--- config.mk ---
export PLATFORM = sky130hd
export DESIGN_NAME = xgmii_rx_engine
export DESIGN_NICKNAME = d
export VERILOG_FILES = /design/src/rtl/xgmii_rx_engine_pkg.sv /design/src/rtl/crc32_d64.sv /design/src/rtl/xgmii_rx_engine.sv
export SDC_FILE = /design/constraint.sdc
export NUM_CORES = 1
export LEC_CHECK = 0
export ABC_AREA = 1
export CORE_ASPECT_RATIO = 2
export CORE_UTILIZATION = 25
export DETAILED_ROUTE_END_ITERATION = 10
export GPL_ROUTABILITY_DRIVEN = 0
export SLEW_MARGIN = 20
export SYNTH_ARGS = -nofsm -noshare
export SYNTH_HDL_FRONTEND = slang
export SYNTH_HIERARCHICAL = 1
export SYNTH_SLANG_ARGS = --single-unit
export TNS_END_PERCENT = 1
--- constraint.sdc ---
create_clock -name xgmii_clk -period 4.1 [get_ports xgmii_clk]
set_input_delay 0.615 -clock xgmii_clk [delete_from_list [all_inputs] [get_ports xgmii_clk]]
set_output_delay 0.615 -clock xgmii_clk [all_outputs]
set_load 0.05 [all_outputs]
--- src/rtl/xgmii_rx_engine_pkg.sv ---
// Shared constants and types for the XGMII TLP-over-UDP receive engine:
// FSM encoding, XGMII control patterns, FIFO word layout and filter defaults.
package xgmii_rx_engine_pkg;

  typedef enum logic [1:0] {
    ST_IDLE = 2'd0,
    ST_HDR  = 2'd1,
    ST_DATA = 2'd2,
    ST_DROP = 2'd3
  } rx_state_e;

  // Bit positions inside the 72-bit tagged FIFO word
  localparam int FIFO_START = 64;
  localparam int FIFO_LAST  = 65;
  localparam int FIFO_EN_LO = 66;
  localparam int FIFO_EN_HI = 67;
  localparam int FIFO_IFG   = 68;
  localparam int FIFO_ERR   = 69;

  localparam logic [7:0]  START_CTRL    = 8'h01;
  localparam logic [63:0] PREAMBLE_WORD = 64'hd5555555555555fb;
  localparam logic [7:0]  TERM_CTRL     = 8'hf0;
  localparam logic [31:0] TERM_HI       = 32'h070707fd;
  localparam logic [7:0]  IDLE_CTRL     = 8'hff;

  localparam logic [2:0]  HDR_LAST_IDX  = 3'd5;

  localparam logic [15:0] DEFAULT_UDP_PORT   = 16'h0d5e;
  localparam logic [31:0] DEFAULT_MAGIC_CODE = 32'h544c_5055;

  localparam logic [31:0] CRC_POLY = 32'hedb88320;
  localparam logic [31:0] CRC_INIT = 32'hffffffff;

  function automatic logic [71:0] fifo_word(input logic [63:0] data,
                                            input logic        start,
                                            input logic        last,
                                            input logic        err);
    logic [71:0] w;
    w             = '0;
    w[63:0]       = data;
    w[FIFO_START] = start;
    w[FIFO_LAST]  = last;
    w[FIFO_EN_LO] = 1'b1;
    w[FIFO_EN_HI] = 1'b1;
    w[FIFO_IFG]   = 1'b0;
    w[FIFO_ERR]   = err;
    return w;
  endfunction

endpackage

--- src/rtl/crc32_d64.sv ---
// Ethernet CRC-32 over 64 bits per clock, lane 0 first, LSB first within a
// byte (reflected form). crc_o holds the raw register; the FCS is its inverse.
module crc32_d64
  import xgmii_rx_engine_pkg::*;
(
  input  logic        clk,
  input  logic        rst_n,
  input  logic        init_i,
  input  logic        en_i,
  input  logic [63:0] data_i,
  output logic [31:0] crc_o
);

  logic [31:0] crc_q;
  logic [31:0] crc_d;

  // NOTE: blocking assignments here on purpose -- each loop step consumes the
  // previous step's value within the same evaluation, and the default first
  // line keeps crc_d fully assigned so no latch is inferred.
  always_comb begin
    crc_d = crc_q;
    for (int i = 0; i < 64; i++) begin
      crc_d = {1'b0, crc_d[31:1]} ^ ((crc_d[0] ^ data_i[i]) ? CRC_POLY : 32'h0);
    end
  end

  always_ff @(posedge clk or negedge rst_n) begin
    if (!rst_n) begin
      crc_q <= CRC_INIT;
    end else if (init_i) begin
      crc_q <= CRC_INIT;
    end else if (en_i) begin
      crc_q <= crc_d;
    end
  end

  assign crc_o = crc_q;

endmodule

--- src/rtl/xgmii_rx_engine.sv ---
// XGMII receive engine: filters IPv4/UDP frames carrying TLPs, checks the FCS
// and pushes payload words into the PCIe-side FIFO in 72-bit tagged form.
module xgmii_rx_engine
  import xgmii_rx_engine_pkg::*;
#(
  parameter logic [15:0] UDP_PORT       = DEFAULT_UDP_PORT,
  parameter logic [31:0] MAGIC_CODE     = DEFAULT_MAGIC_CODE,
  parameter int          MAX_DATA_WORDS = 64
) (
  input  logic        xgmii_clk,
  input  logic        sys_rst_n,
  input  logic [71:0] xgmii_rxd,
  input  logic [31:0] if_v4addr,
  input  logic [47:0] if_macaddr,
  output logic [71:0] din,
  output logic        wr_en,
  input  logic        almost_full,
  input  logic        full,
  output logic [15:0] rx_ok_cnt,
  output logic [15:0] rx_crc_err_cnt,
  output logic [15:0] rx_drop_cnt,
  output logic        ovf_err
);

  localparam int WCNT_W = $clog2(MAX_DATA_WORDS + 1);
  localparam logic [WCNT_W-1:0] WCNT_MAX = WCNT_W'(MAX_DATA_WORDS);

  rx_state_e         state_q;
  logic [2:0]        hdr_idx_q;
  logic [WCNT_W-1:0] word_cnt_q;
  logic [63:0]       hold_q;
  logic              hold_vld_q;
  logic              hold_first_q;
  logic [71:0]       din_q;
  logic              wr_en_q;
  logic [15:0]       ok_cnt_q;
  logic [15:0]       crc_err_cnt_q;
  logic [15:0]       drop_cnt_q;
  logic              ovf_err_q;

  logic [7:0]  rxc;
  logic [63:0] rxd;
  logic [31:0] crc_val;
  logic        is_start;
  logic        is_term;
  logic        crc_ok;
  logic        hdr_ok;

  assign rxc      = xgmii_rxd[71:64];
  assign rxd      = xgmii_rxd[63:0];
  assign is_start = (rxc == START_CTRL) && (rxd == PREAMBLE_WORD);
  assign is_term  = (rxc == TERM_CTRL) && (rxd[63:32] == TERM_HI);
  assign crc_ok   = (rxd[31:0] == ~crc_val);

  crc32_d64 u_crc (
    .clk    (xgmii_clk),
    .rst_n  (sys_rst_n),
    .init_i ((state_q == ST_IDLE) && is_start),
    .en_i   (((state_q == ST_HDR) || (state_q == ST_DATA)) && (rxc == 8'h00)),
    .data_i (rxd),
    .crc_o  (crc_val)
  );

  // Header words carry the Ethernet/IPv4/UDP bytes in wire order, lane 0 first
  always_comb begin
    hdr_ok = 1'b1;
    case (hdr_idx_q)
      3'd0: begin
        for (int i = 0; i < 6; i++) begin
          if (rxd[8*i +: 8] != if_macaddr[8*(5-i) +: 8]) hdr_ok = 1'b0;
        end
      end
      3'd1: hdr_ok = (rxd[39:32] == 8'h08) && (rxd[47:40] == 8'h00) &&
                     (rxd[55:48] == 8'h45);
      3'd2: hdr_ok = (rxd[63:56] == 8'h11);
      3'd3: hdr_ok = (rxd[55:48] == if_v4addr[31:24]) &&
                     (rxd[63:56] == if_v4addr[23:16]);
      3'd4: hdr_ok = (rxd[7:0]   == if_v4addr[15:8]) &&
                     (rxd[15:8]  == if_v4addr[7:0]) &&
                     (rxd[39:32] == UDP_PORT[15:8]) &&
                     (rxd[47:40] == UDP_PORT[7:0]);
      3'd5: hdr_ok = (rxd[23:16] == MAGIC_CODE[31:24]) &&
                     (rxd[31:24] == MAGIC_CODE[23:16]) &&
                     (rxd[39:32] == MAGIC_CODE[15:8]) &&
                     (rxd[47:40] == MAGIC_CODE[7:0]);
      default: hdr_ok = 1'b0;
    endcase
  end

  always_ff @(posedge xgmii_clk or negedge sys_rst_n) begin
    if (!sys_rst_n) begin
      state_q       <= ST_IDLE;
      hdr_idx_q     <= '0;
      word_cnt_q    <= '0;
      hold_q        <= '0;
      hold_vld_q    <= 1'b0;
      hold_first_q  <= 1'b0;
      din_q         <= '0;
      wr_en_q       <= 1'b0;
      ok_cnt_q      <= '0;
      crc_err_cnt_q <= '0;
      drop_cnt_q    <= '0;
      ovf_err_q     <= 1'b0;
    end else begin
      // NOTE: the default here makes wr_en a single-cycle pulse; only the
      // branches that write a word raise it again.
      wr_en_q <= 1'b0;
      if (wr_en_q && full) ovf_err_q <= 1'b1;

      case (state_q)
        ST_IDLE: begin
          if (is_start) begin
            state_q   <= ST_HDR;
            hdr_idx_q <= '0;
          end
        end

        ST_HDR: begin
          if ((rxc != 8'h00) || !hdr_ok) begin
            state_q    <= ST_DROP;
            drop_cnt_q <= drop_cnt_q + 16'd1;
          end else if (hdr_idx_q == HDR_LAST_IDX) begin
            if (almost_full) begin
              state_q    <= ST_DROP;
              drop_cnt_q <= drop_cnt_q + 16'd1;
            end else begin
              state_q    <= ST_DATA;
              word_cnt_q <= '0;
              hold_vld_q <= 1'b0;
            end
          end else begin
            hdr_idx_q <= hdr_idx_q + 3'd1;
          end
        end

        ST_DATA: begin
          if (rxc == 8'h00) begin
            if (word_cnt_q == WCNT_MAX) begin
              wr_en_q    <= 1'b1;
              din_q      <= fifo_word(hold_q, hold_first_q, 1'b1, 1'b1);
              hold_vld_q <= 1'b0;
              drop_cnt_q <= drop_cnt_q + 16'd1;
              state_q    <= ST_DROP;
            end else begin
              if (hold_vld_q) begin
                wr_en_q <= 1'b1;
                din_q   <= fifo_word(hold_q, hold_first_q, 1'b0, 1'b0);
              end
              hold_q       <= rxd;
              hold_vld_q   <= 1'b1;
              hold_first_q <= (word_cnt_q == '0);
              word_cnt_q   <= word_cnt_q + WCNT_W'(1);
            end
          end else if (is_term) begin
            if (hold_vld_q) begin
              wr_en_q <= 1'b1;
              din_q   <= fifo_word(hold_q, hold_first_q, 1'b1, !crc_ok);
              if (crc_ok) ok_cnt_q      <= ok_cnt_q + 16'd1;
              else        crc_err_cnt_q <= crc_err_cnt_q + 16'd1;
            end else begin
              drop_cnt_q <= drop_cnt_q + 16'd1;
            end
            hold_vld_q <= 1'b0;
            state_q    <= ST_IDLE;
          end else begin
            // Unexpected control mid-payload: close the packet as errored
            if (hold_vld_q) begin
              wr_en_q <= 1'b1;
              din_q   <= fifo_word(hold_q, hold_first_q, 1'b1, 1'b1);
            end
            hold_vld_q <= 1'b0;
            drop_cnt_q <= drop_cnt_q + 16'd1;
            state_q    <= ST_DROP;
          end
        end

        ST_DROP: begin
          if (rxc == IDLE_CTRL) state_q <= ST_IDLE;
        end

        default: state_q <= ST_IDLE;
      endcase
    end
  end

  assign din            = din_q;
  assign wr_en          = wr_en_q;
  assign rx_ok_cnt      = ok_cnt_q;
  assign rx_crc_err_cnt = crc_err_cnt_q;
  assign rx_drop_cnt    = drop_cnt_q;
  assign ovf_err        = ovf_err_q;

endmodule

==> run summary <==
Initial antenna violation count - 9
RSZ-0062 raised after global routing - yes
I/O Pins - 278
DRT Pass-1 Iters - 7
Vias in the first global route - 27,480
Slew @ Worst Pin - 0.838 ns
Violated checks - negative hold slack, negative setup slack
Average cell area after synthesis - 6.28 um^2
Row cnt - 158
Worst-path clk slew - 0.07 ns
Vias per inst - 4.92
Setup Viol. Count Final - 32
Post-synth top cells - 1,503 x nand2_1, 419 x nand3_1, 391 x inv_1
Crit path DAT - 6.10 ns
Adder-cell share of the synthesized area - 0.747%
Post-synthesis cell type with the largest combined area - nand2_1
DIE AREA - 95,100 um^2
R2R cell count - 45
YS warnings - 6
Max cap viols - 0
Fin. Hold Viols - 1
Synth Area in Compound Gates - 3.42%
XOR/XNOR Fraction of Synth Area - 10.7%
Count leader, synth - nand2_1
Grt ovf - 0
Critical Path End - u_crc/crc_o[27]
Die X - 219 um
Area growth, synth to finish - 50.9%
Largest net degree at the start of global routing - 94
Initial cell density of the core - 25.3%
Seq cells post-synth - 228
Worst r2r src - u_crc/crc_o[1]
Top cells by area, synth - nand2_1 24%, dfrtp_1 21%, nand3_1 8.9%
Crit Path Max Fanout - 8
Post-synth EDFFs - 0
Placed cells - 5,676
Final nets - 4,747
CTS Buf Count - 21
Largest family of logic cells by synthesized area - simple AND/OR/NAND/NOR gates
Placement Cell Area - 31,500 um^2
CP required - 4.58 ns
Synth Flop Type - dfrtp_1
Antenna Nets Post-Route - 0
Synthesized cell area - 23,400 um^2
Hold-fix buffers at CTS - 0
FF-to-FF End - u_crc/crc_o[27]
Worst Hold Class - in -> async
Total routed wirelength - 124,000 um
F_max - 178 MHz
Final Max Tran Viols - 0
Status - complete, but fails checks
Clock Skews - 0.0205 ns
PortBufs - 274
Drc violations - 0
R2R setup slack - -1.53 ns
Critical Path Start - u_crc/crc_o[1]
Crit path launch type - register
Reg area - 5750 um^2
Multi-input combinational cell area - 18,000 um^2
WL per Instance - 21.4 um
1st-iter DRT viols - 1,968
Tot GR Track Use - 25.3%
Final worst-path setup slack - -1.53 ns
Post-synthesis simple-gate area fraction - 48.8%
Clock root cell - clkbuf_16
Yosys cell types - 55
Relative slew slack - 44.0%
Fin cells - 5,794
Num Clock Sinks - 228
Die H - 435 um
Async SR Flop Fraction - 100%
Fill cells - 9,582
Crit. End Element - register
Top cell by count, worst path - nand2_2
Worst skew pair latency - 0.56 ns
Top cell type's share of synthesized area - 24.1%
Share of cells above drive strength 1 - 31.8%
CTS HTree Levels - 1
Fin crit share - 137%
Final instance area - 35,400 um^2
Dpl hpwl - 98,200 um
WHS - -0.00134 ns
CTS tree - built
Mapped Cells - 3,732
Final Critical Period - 5.63 ns
Clock buffer depth - 3
Multiplexer share of the synthesized area - 3.07%
CP Class - reg -> reg
Crit-path slowest cell - dfstp_2
First-pass GRT wire length - 174,000 um
CP max stage delay - 0.59 ns
Via count - 28,481
Sequential fraction of the synthesis area - 24.5%
Placeable Area - 92,700 um^2
sequential cells by signal, indices dropped and copies added (netlist names), 2 cells and up:
name            flops
state_q             2
word_cnt_q          7
u_crc/crc_o        32
din                68
hold_q             64
rx_drop_cnt        16
rx_crc_err_cnt     16
rx_ok_cnt          16
hdr_idx_q           3
cell usage in the layout (no fill, tap or decap), types with 6 or more instances in the layout:
master / synthesis / final
nand3_2: 27 / 78
xor2_4: 2 / 12
dfrtp_1: 196 / 196
clkdlybuf4s50_1: 0 / 266
nand3b_1: 17 / 17
dfstp_2: 32 / 32
inv_1: 391 / 377
nand3_1: 419 / 347
buf_6: 6 / 22
nand4_1: 60 / 60
buf_12: 0 / 24
nor2_1: 144 / 140
nand2_2: 165 / 288
or2_2: 13 / 13
inv_4: 4 / 11
nor3_1: 24 / 24
clkbuf_16: 0 / 22
dlygate4sd2_1: 0 / 6
buf_4: 7 / 545
o21ai_1: 11 / 14
xor2_1: 202 / 171
a21oi_1: 38 / 37
ha_1: 14 / 14
nor4_1: 13 / 13
nand2_8: 0 / 17
inv_2: 66 / 71
or2_1: 7 / 7
xor2_2: 5 / 26
o21ai_0: 94 / 90
nand3_4: 3 / 24
nor2_4: 6 / 9
nand2_4: 56 / 151
nand2_1: 1503 / 1270
xnor2_1: 63 / 56
mux2_2: 64 / 64
layout make-up:
type                            instances  area share, %
Timing Repair Buffer                  867           21.5
Clock buffer                           25           1.61
Clock inverter                         12          0.488
Inverter                              464           5.06
Multi-Input combinational cell       2995           50.8
Sequential cell                       228           16.2
Tap cell                             1200           4.25
Antenna cell                            3         0.0212
worst min path at each step:
stage	start	end	cells past startpoint
after global routing	sys_rst_n	din[4]	1
after detailed placement	ovf_err	ovf_err	1
after CTS	sys_rst_n	din[4]	1
final	sys_rst_n	din[4]	1
after floorplan	sys_rst_n	din[0]	0
after global placement	ovf_err	ovf_err	1
stage by stage:
stage | TNS [ns] | setup slack (ns) | hold WS (ns) | util (%)
6_report | -46.08 | -1.53 | -0.00134 | 38.1
4_1_cts | -40.33 | -1.33 | 0.0696 | 36.5
3_5_place_dp | -77.55 | -2.62 | 0.450 | 34.0
5_1_grt | -55.08 | -1.84 | 0.0864 | 38.1
2_1_floorplan | -12.37 | -0.454 | 0.319 | -
3_3_place_gp | -77.59 | -2.58 | 0.444 | 34.0
timing repair:
item / 4_1_cts / 5_1_grt
cloned: 1 / 2
pin swaps: 94 / 142
endpoints found under the setup margin: 32 / 32
buffers inserted: 37 / 39
gates resized for setup: 296 / 276
worst max-delay path, delay by kind of cell, from the launching register on:
kind,cells,cell delay (ns)
and+or+nand+nor,38,4.21
buffers and inverters,7,0.69
DFF,1,0.59
cell families (layout without fill, tap and decap cells):
logic type,after synthesis,in the layout
AND/OR/NAND/NOR,2482,2484
buffers and inverters,513,1368
XOR/XNOR,275,275
flip-flops,228,228
AO/OA/AOI/OAI,155,155
multiplexers,64,64
adder cells (fa/ha/maj),14,14
other,1,6
metal layers:
metal  up-vias  share of wire, %  global-route usage (%)
li1      13350                 -                       -
met1     13175                32                    23.4
met2      1365                50                    45.5
met3       581               7.1                    5.35
met4        10                12                    23.5
met5         -             0.047                       0
Power is not shown: default switching activity piles up to over one toggle a cycle in this logic, so the estimate is an artifact.
